==> src/rtl/alu_issue_ctrl.sv <==
// ---------------------------------------------------------------------------
// alu_issue_ctrl
//
// Execute-stage issue controller for the ALU and its multi-cycle multiplier.
// Takes one decoded instruction at a time over a valid/ready handshake,
// translates the OPCODE_* encoding into the matching ALUOP_* code, and issues
// it with a one-cycle ex_start pulse. A MUL holds decode off for MUL_LATENCY
// cycles, and its destination register is exported for hazard detection.
//
// Parameters:
//   MUL_LATENCY  cycles the multiplier is occupied per MUL (>= 1)
//   REG_ADDR_W   destination register index width
//
// Ports:
//   clk           clock
//   reset         asynchronous, active-high reset
//   dec_valid     decode presents an instruction
//   dec_opcode    OPCODE_* encoding
//   dec_rd        destination register
//   dec_ready     controller can accept this cycle
//   flush         squash the in-flight op (branch/exception)
//   ex_start      one-cycle pulse: aluop/ex_rd valid, ALU/multiplier starts
//   ex_done       one-cycle pulse: result valid for writeback
//   aluop         ALUOP_* to the ALU, held until the next issue
//   ex_rd         destination of the issued op, held
//   ex_sel_mul    result mux selects multiplier, held
//   busy          multiplier occupied
//   hazard_rd     destination of the pending MUL
//   hazard_valid  hazard_rd is meaningful
//   illegal_op    (only with ALU_ISSUE_ILLEGAL_EN) one-cycle pulse when an
//                 unknown opcode is consumed
//
// Optional feature macro: ALU_ISSUE_ILLEGAL_EN
//   Defined:   adds illegal_op and raises `WARNING for unknown opcodes.
//   Undefined: unknown opcodes are silently consumed as a NOP.
// ---------------------------------------------------------------------------

`ifndef WARNING
`define WARNING(val)
`endif

module alu_issue_ctrl #(
  parameter int MUL_LATENCY = 5,
  parameter int REG_ADDR_W  = 5
) (
  input  logic                  clk,
  input  logic                  reset,
  input  logic                  dec_valid,
  input  logic [7:0]            dec_opcode,
  input  logic [REG_ADDR_W-1:0] dec_rd,
  output logic                  dec_ready,
  input  logic                  flush,
  output logic                  ex_start,
  output logic                  ex_done,
  output logic [7:0]            aluop,
  output logic [REG_ADDR_W-1:0] ex_rd,
  output logic                  ex_sel_mul,
  output logic                  busy,
  output logic [REG_ADDR_W-1:0] hazard_rd,
`ifdef ALU_ISSUE_ILLEGAL_EN
  output logic                  hazard_valid,
  output logic                  illegal_op
`else
  output logic                  hazard_valid
`endif
);

  // Decode-side opcode encodings
  localparam logic [7:0] OPCODE_ADD      = 8'h01;
  localparam logic [7:0] OPCODE_SUB      = 8'h02;
  localparam logic [7:0] OPCODE_MUL      = 8'h03;
  localparam logic [7:0] OPCODE_LDB      = 8'h04;
  localparam logic [7:0] OPCODE_LDW      = 8'h05;
  localparam logic [7:0] OPCODE_STB      = 8'h06;
  localparam logic [7:0] OPCODE_STW      = 8'h07;
  localparam logic [7:0] OPCODE_MOV      = 8'h08;
  localparam logic [7:0] OPCODE_BEQ      = 8'h09;
  localparam logic [7:0] OPCODE_JUMP     = 8'h0A;
  localparam logic [7:0] OPCODE_TLBWRITE = 8'h0B;
  localparam logic [7:0] OPCODE_IRET     = 8'h0C;

  // ALU-side operation encodings
  localparam logic [7:0] ALUOP_ADD      = 8'h10;
  localparam logic [7:0] ALUOP_SUB      = 8'h11;
  localparam logic [7:0] ALUOP_MUL      = 8'h12;
  localparam logic [7:0] ALUOP_LDB      = 8'h13;
  localparam logic [7:0] ALUOP_LDW      = 8'h14;
  localparam logic [7:0] ALUOP_STB      = 8'h15;
  localparam logic [7:0] ALUOP_STW      = 8'h16;
  localparam logic [7:0] ALUOP_MOV      = 8'h17;
  localparam logic [7:0] ALUOP_BEQ      = 8'h18;
  localparam logic [7:0] ALUOP_JUMP     = 8'h19;
  localparam logic [7:0] ALUOP_TLBWRITE = 8'h1A;
  localparam logic [7:0] ALUOP_IRET     = 8'h1B;

  localparam int               CNT_W     = $clog2(MUL_LATENCY + 1);
  localparam logic [CNT_W-1:0] CNT_INIT  = CNT_W'(MUL_LATENCY - 1);
  localparam logic [CNT_W-1:0] CNT_ONE   = CNT_W'(1);
  // A single-cycle multiplier behaves exactly like a plain ALU op
  localparam bit               MUL_MULTI = (MUL_LATENCY > 1);

  typedef enum logic [0:0] {
    IDLE     = 1'b0,
    MUL_BUSY = 1'b1
  } state_t;

  state_t           state;
  logic [CNT_W-1:0] cnt;

  logic       accept;
  logic       op_known;
  logic       op_is_mul;
  logic [7:0] op_aluop;

  // Fixed opcode translation table
  always_comb begin
    op_known  = 1'b1;
    op_is_mul = 1'b0;
    op_aluop  = 8'h00;
    case (dec_opcode)
      OPCODE_ADD:      op_aluop = ALUOP_ADD;
      OPCODE_SUB:      op_aluop = ALUOP_SUB;
      OPCODE_MUL: begin
        op_aluop  = ALUOP_MUL;
        op_is_mul = 1'b1;
      end
      OPCODE_LDB:      op_aluop = ALUOP_LDB;
      OPCODE_LDW:      op_aluop = ALUOP_LDW;
      OPCODE_STB:      op_aluop = ALUOP_STB;
      OPCODE_STW:      op_aluop = ALUOP_STW;
      OPCODE_MOV:      op_aluop = ALUOP_MOV;
      OPCODE_BEQ:      op_aluop = ALUOP_BEQ;
      OPCODE_JUMP:     op_aluop = ALUOP_JUMP;
      OPCODE_TLBWRITE: op_aluop = ALUOP_TLBWRITE;
      OPCODE_IRET:     op_aluop = ALUOP_IRET;
      default:         op_known = 1'b0;
    endcase
  end

  // While the multiplier is busy, decode may only hand over a new op in the
  // final cycle (cnt==0), so the next op issues right after the MUL retires.
  always_comb begin
    if (state == IDLE) dec_ready = !flush;
    else               dec_ready = (cnt == '0) && !flush;
  end

  assign accept = dec_valid && dec_ready;

  // Issue FSM. ex_done for a multi-cycle MUL is registered one cycle ahead,
  // i.e. set on the edge where cnt goes 1->0, so it lines up with cnt==0.
  always_ff @(posedge clk or posedge reset) begin
    if (reset) begin
      state        <= IDLE;
      cnt          <= '0;
      ex_start     <= 1'b0;
      ex_done      <= 1'b0;
      aluop        <= 8'h00;
      ex_rd        <= '0;
      ex_sel_mul   <= 1'b0;
      busy         <= 1'b0;
      hazard_rd    <= '0;
      hazard_valid <= 1'b0;
`ifdef ALU_ISSUE_ILLEGAL_EN
      illegal_op   <= 1'b0;
`endif
    end else begin
      ex_start <= 1'b0;
      ex_done  <= 1'b0;
`ifdef ALU_ISSUE_ILLEGAL_EN
      illegal_op <= 1'b0;
`endif
      if (flush) begin
        // Squash whatever is pending; held issue outputs stay as they were
        state        <= IDLE;
        cnt          <= '0;
        busy         <= 1'b0;
        hazard_valid <= 1'b0;
      end else begin
        if (state == MUL_BUSY && cnt != '0) begin
          cnt <= cnt - CNT_ONE;
          if (cnt == CNT_ONE) ex_done <= 1'b1;
        end else if (state == MUL_BUSY) begin
          // Final multiplier cycle: retire unless a new MUL overrides below
          state        <= IDLE;
          busy         <= 1'b0;
          hazard_valid <= 1'b0;
        end

        if (accept) begin
          if (op_known) begin
            ex_start   <= 1'b1;
            aluop      <= op_aluop;
            ex_rd      <= dec_rd;
            ex_sel_mul <= op_is_mul;
            if (op_is_mul && MUL_MULTI) begin
              state        <= MUL_BUSY;
              cnt          <= CNT_INIT;
              busy         <= 1'b1;
              hazard_valid <= 1'b1;
              hazard_rd    <= dec_rd;
            end else begin
              ex_done <= 1'b1;
            end
          end else begin
`ifdef ALU_ISSUE_ILLEGAL_EN
            illegal_op <= 1'b1;
            `WARNING(dec_opcode);
`endif
          end
        end
      end
    end
  end

endmodule

==> config.mk <==
export PLATFORM = sky130hd
export DESIGN_NAME = alu_issue_ctrl
export DESIGN_NICKNAME = d
export VERILOG_FILES = /design/src/rtl/alu_issue_ctrl.sv
export SDC_FILE = /design/constraint.sdc
export NUM_CORES = 1
export LEC_CHECK = 0
export ABC_AREA = 1
export CORE_ASPECT_RATIO = 0.7
export CORE_UTILIZATION = 41
export DETAILED_ROUTE_END_ITERATION = 10
export GPL_TIMING_DRIVEN = 0
export PLACE_DENSITY = 0.75
export SETUP_SLACK_MARGIN = 0.1
export SYNTH_ARGS = -nofsm -noshare
export SYNTH_HDL_FRONTEND = slang
export SYNTH_SLANG_ARGS = --single-unit
==> constraint.sdc <==
create_clock -name clk -period 1.5 [get_ports clk]
set_input_delay 0.3 -clock clk [delete_from_list [all_inputs] [get_ports clk]]
set_output_delay 0.3 -clock clk [all_outputs]
set_load 0.01 [all_outputs]
==> flow_summary.ini <==
[run_status]
status = complete, but fails checks
failed_checks = setup timing

[synth]
netlist-cell-type-count = 25
netlist_instances = 151
synth_warnings = 0
ys_seq_area_share_pct = 46.0
syn-mean-instance-area_um2 = 8.64
synth_top_area_share_pct = 46.0
ys_seq_elements = 24
yosys.area.top_type = dfrtp_1
yosys-top-cells-area = dfrtp_1 (46%), nand2_1 (9.2%), o21ai_2 (7.4%)
netlist_area_mm2 = 0.00131

[drt]
via_count = 1319
drt_iter0_markers = 53
wl_per_cell_um = 16.8
ant_nets = 0
dr.pass1.iters = 5
routed_via_density = 5.30
routed_wl_um = 4190
drc = 0

[clocking]
numCtsBuffers = 3
postCtsHoldBufs = 0
cts_buffer_depth = 2
cts.sinks = 24
path_clk_slew_ns = 0.08
root_buffer = clkbuf_8
cts_htree_levels = 1
cts_tree = built
clk_latency_ns = 0.27

[die]
chipWidth_um = 69.4
initial_core_util_pct = 45.0
pin_count = 41
rows = 16
fp.dieH_um = 49.2
die_area_mm2 = 0.00342
core_mm2 = 0.00290

[finish]
final_cell_mix = dlygate4sd2_1 (25), dfrtp_1 (24), buf_4 (18), inv_1 (15), nand2_2 (15)
area_growth_pct = 70.6
fin_nets = 234
final_common_cell = dlygate4sd2_1
drive_above_1_share_pct = 47.9
antenna_cells = 0

[flow_run]
drv_cap = 0

[critical_path]
worstPathMaxFanout = 2
worst_ep_required_time_ns = 1.20
arrival_ns = 1.22
criticalPathCategory = register to output port
reg2reg_slack_ns = 0
startpoint_type = register
end_kind = output port

[grt]
track_usage_pct = 19.7
grt_pass1_wl_um = 5310
antenna_found_initial = 0
overflow = 0
grt_max_degree = 25
grt_pass1_vias = 1143

[power_and_ir_drop]
peakVddDrop_v = 0.000521
p_per_area_mw_per_mm2 = 731
total_power_mw = 1.63
leakagePower_nw = 1.13

[sta]
slew_viol_final = 0
setup_slack_ns = -0.0158
max_freq_mhz = 660
period_needed_ns = 1.52
setup_viol = 2
finalCritPeriodShare_pct = 101
tightest_slew_ns = 0.919
rsz0062_at_grt = yes
finalClockSkew_ns = 0.00311
hold_violations = 0
hold_ws_ns = 0.330
relSlewSlack_pct = 38.7

[hold_path]
hp-class = input pin to register

[place]
hpwl_um = 2100
gp_congestion = 0.828
io_buffers = 36
==> final cells by class <==
type	instances	area [um2]
plain buffers	7	77.6
repair buffers	56	533
clock inverters	1	30.0
flip-flops and latches	24	601
inverters	23	96.3
clock buffers	3	41.3
multi-input cells	99	802
well taps	36	45.0
fillers	177	677
==> report_power, final <==
part	internal, mW	total [mW]	leakage [nW]	switching, mW
sequential	0.687	0.731	0.325	0.0441
clock	0.357	0.569	0.0357	0.212
combinational	0.153	0.326	0.766	0.173
==> sequential cells by signal, indices dropped and copies added, names as in the netlist <==
register,flops
ex_rd,5
busy,1
hazard_valid,1
ex_done,1
aluop,5
cnt,3
ex_sel_mul,1
hazard_rd,5
ex_start,1
state,1
==> stage by stage <==
stage / cells / util (%) / TNS (ns) / cell area, um2 / setup slack, ns
2_1_floorplan: 153 / - / 0 / 1340 / 0.0516
3_3_place_gp: 225 / 60.2 / -6.00 / 1750 / -0.335
3_5_place_dp: 225 / 60.2 / -7.13 / 1750 / -0.400
4_1_cts: 244 / 68.1 / -0.00249 / 1980 / -0.00249
5_1_grt: 249 / 76.7 / -0.510 / 2230 / -0.0538
6_report: 249 / 76.7 / -0.0193 / 2230 / -0.0158
==> Yosys cell counts, drive strengths merged <==
| cell | count |
|---|---|
| xor2 | 2 |
| a41oi | 1 |
| nand3 | 3 |
| o21ai | 17 |
| clkbuf | 1 |
| conb | 1 |
| dfrtp | 24 |
| nor2 | 15 |
| a21oi | 6 |
| inv | 23 |
| and3 | 1 |
| ha | 3 |
| nor3 | 4 |
| nand4 | 2 |
| buf | 6 |
| nand2 | 42 |
==> final timing paths <==
| path | start | endpoint | cells after the start |
|---|---|---|---|
| hold / removal | flush | hazard_valid | 2 |
| setup reg to reg | cnt[1] | busy | 9 |
| max in group asynchronous | reset | ex_rd[1] | 2 |
| hold reg to reg | aluop[4] | aluop[4] | 2 |
| setup / recovery | cnt[1] | dec_ready | 5 |
| min in group asynchronous | reset | hazard_valid | 2 |
==> kinds of logic after synthesis <==
logic type / synth area share [%]
xor+xnor: 1.34
other cells: 0.287
fa+ha+maj: 2.88
compound gates: 14.4
simple gates: 23.8
buf+inv: 11.3
flops: 46.0
==> worst max-delay path, cell delays in order (launching register included) <==
cell	delay (ns)
dfrtp_1	0.39
inv_2	0.07
ha_4	0.16
a21oi_4	0.15
nor2_4	0.06
buf_6	0.12
==> layer usage <==
layer	vias up	part of all wire, %	track usage, %
li1	586	-	-
met3	19	6.6	6.40
met2	75	50	34.3
met5	-	0	0
met4	0	4.2	1.02
met1	639	39	25.3
==> what timing repair did <==
action,in CTS,in global routing
setup buffers,13,4
resized for setup,54,51
setup endpoints to repair,42,25
pin swaps,15,15
gates cloned,2,1
No activity file was read; power rests on OpenSTA's default activity.
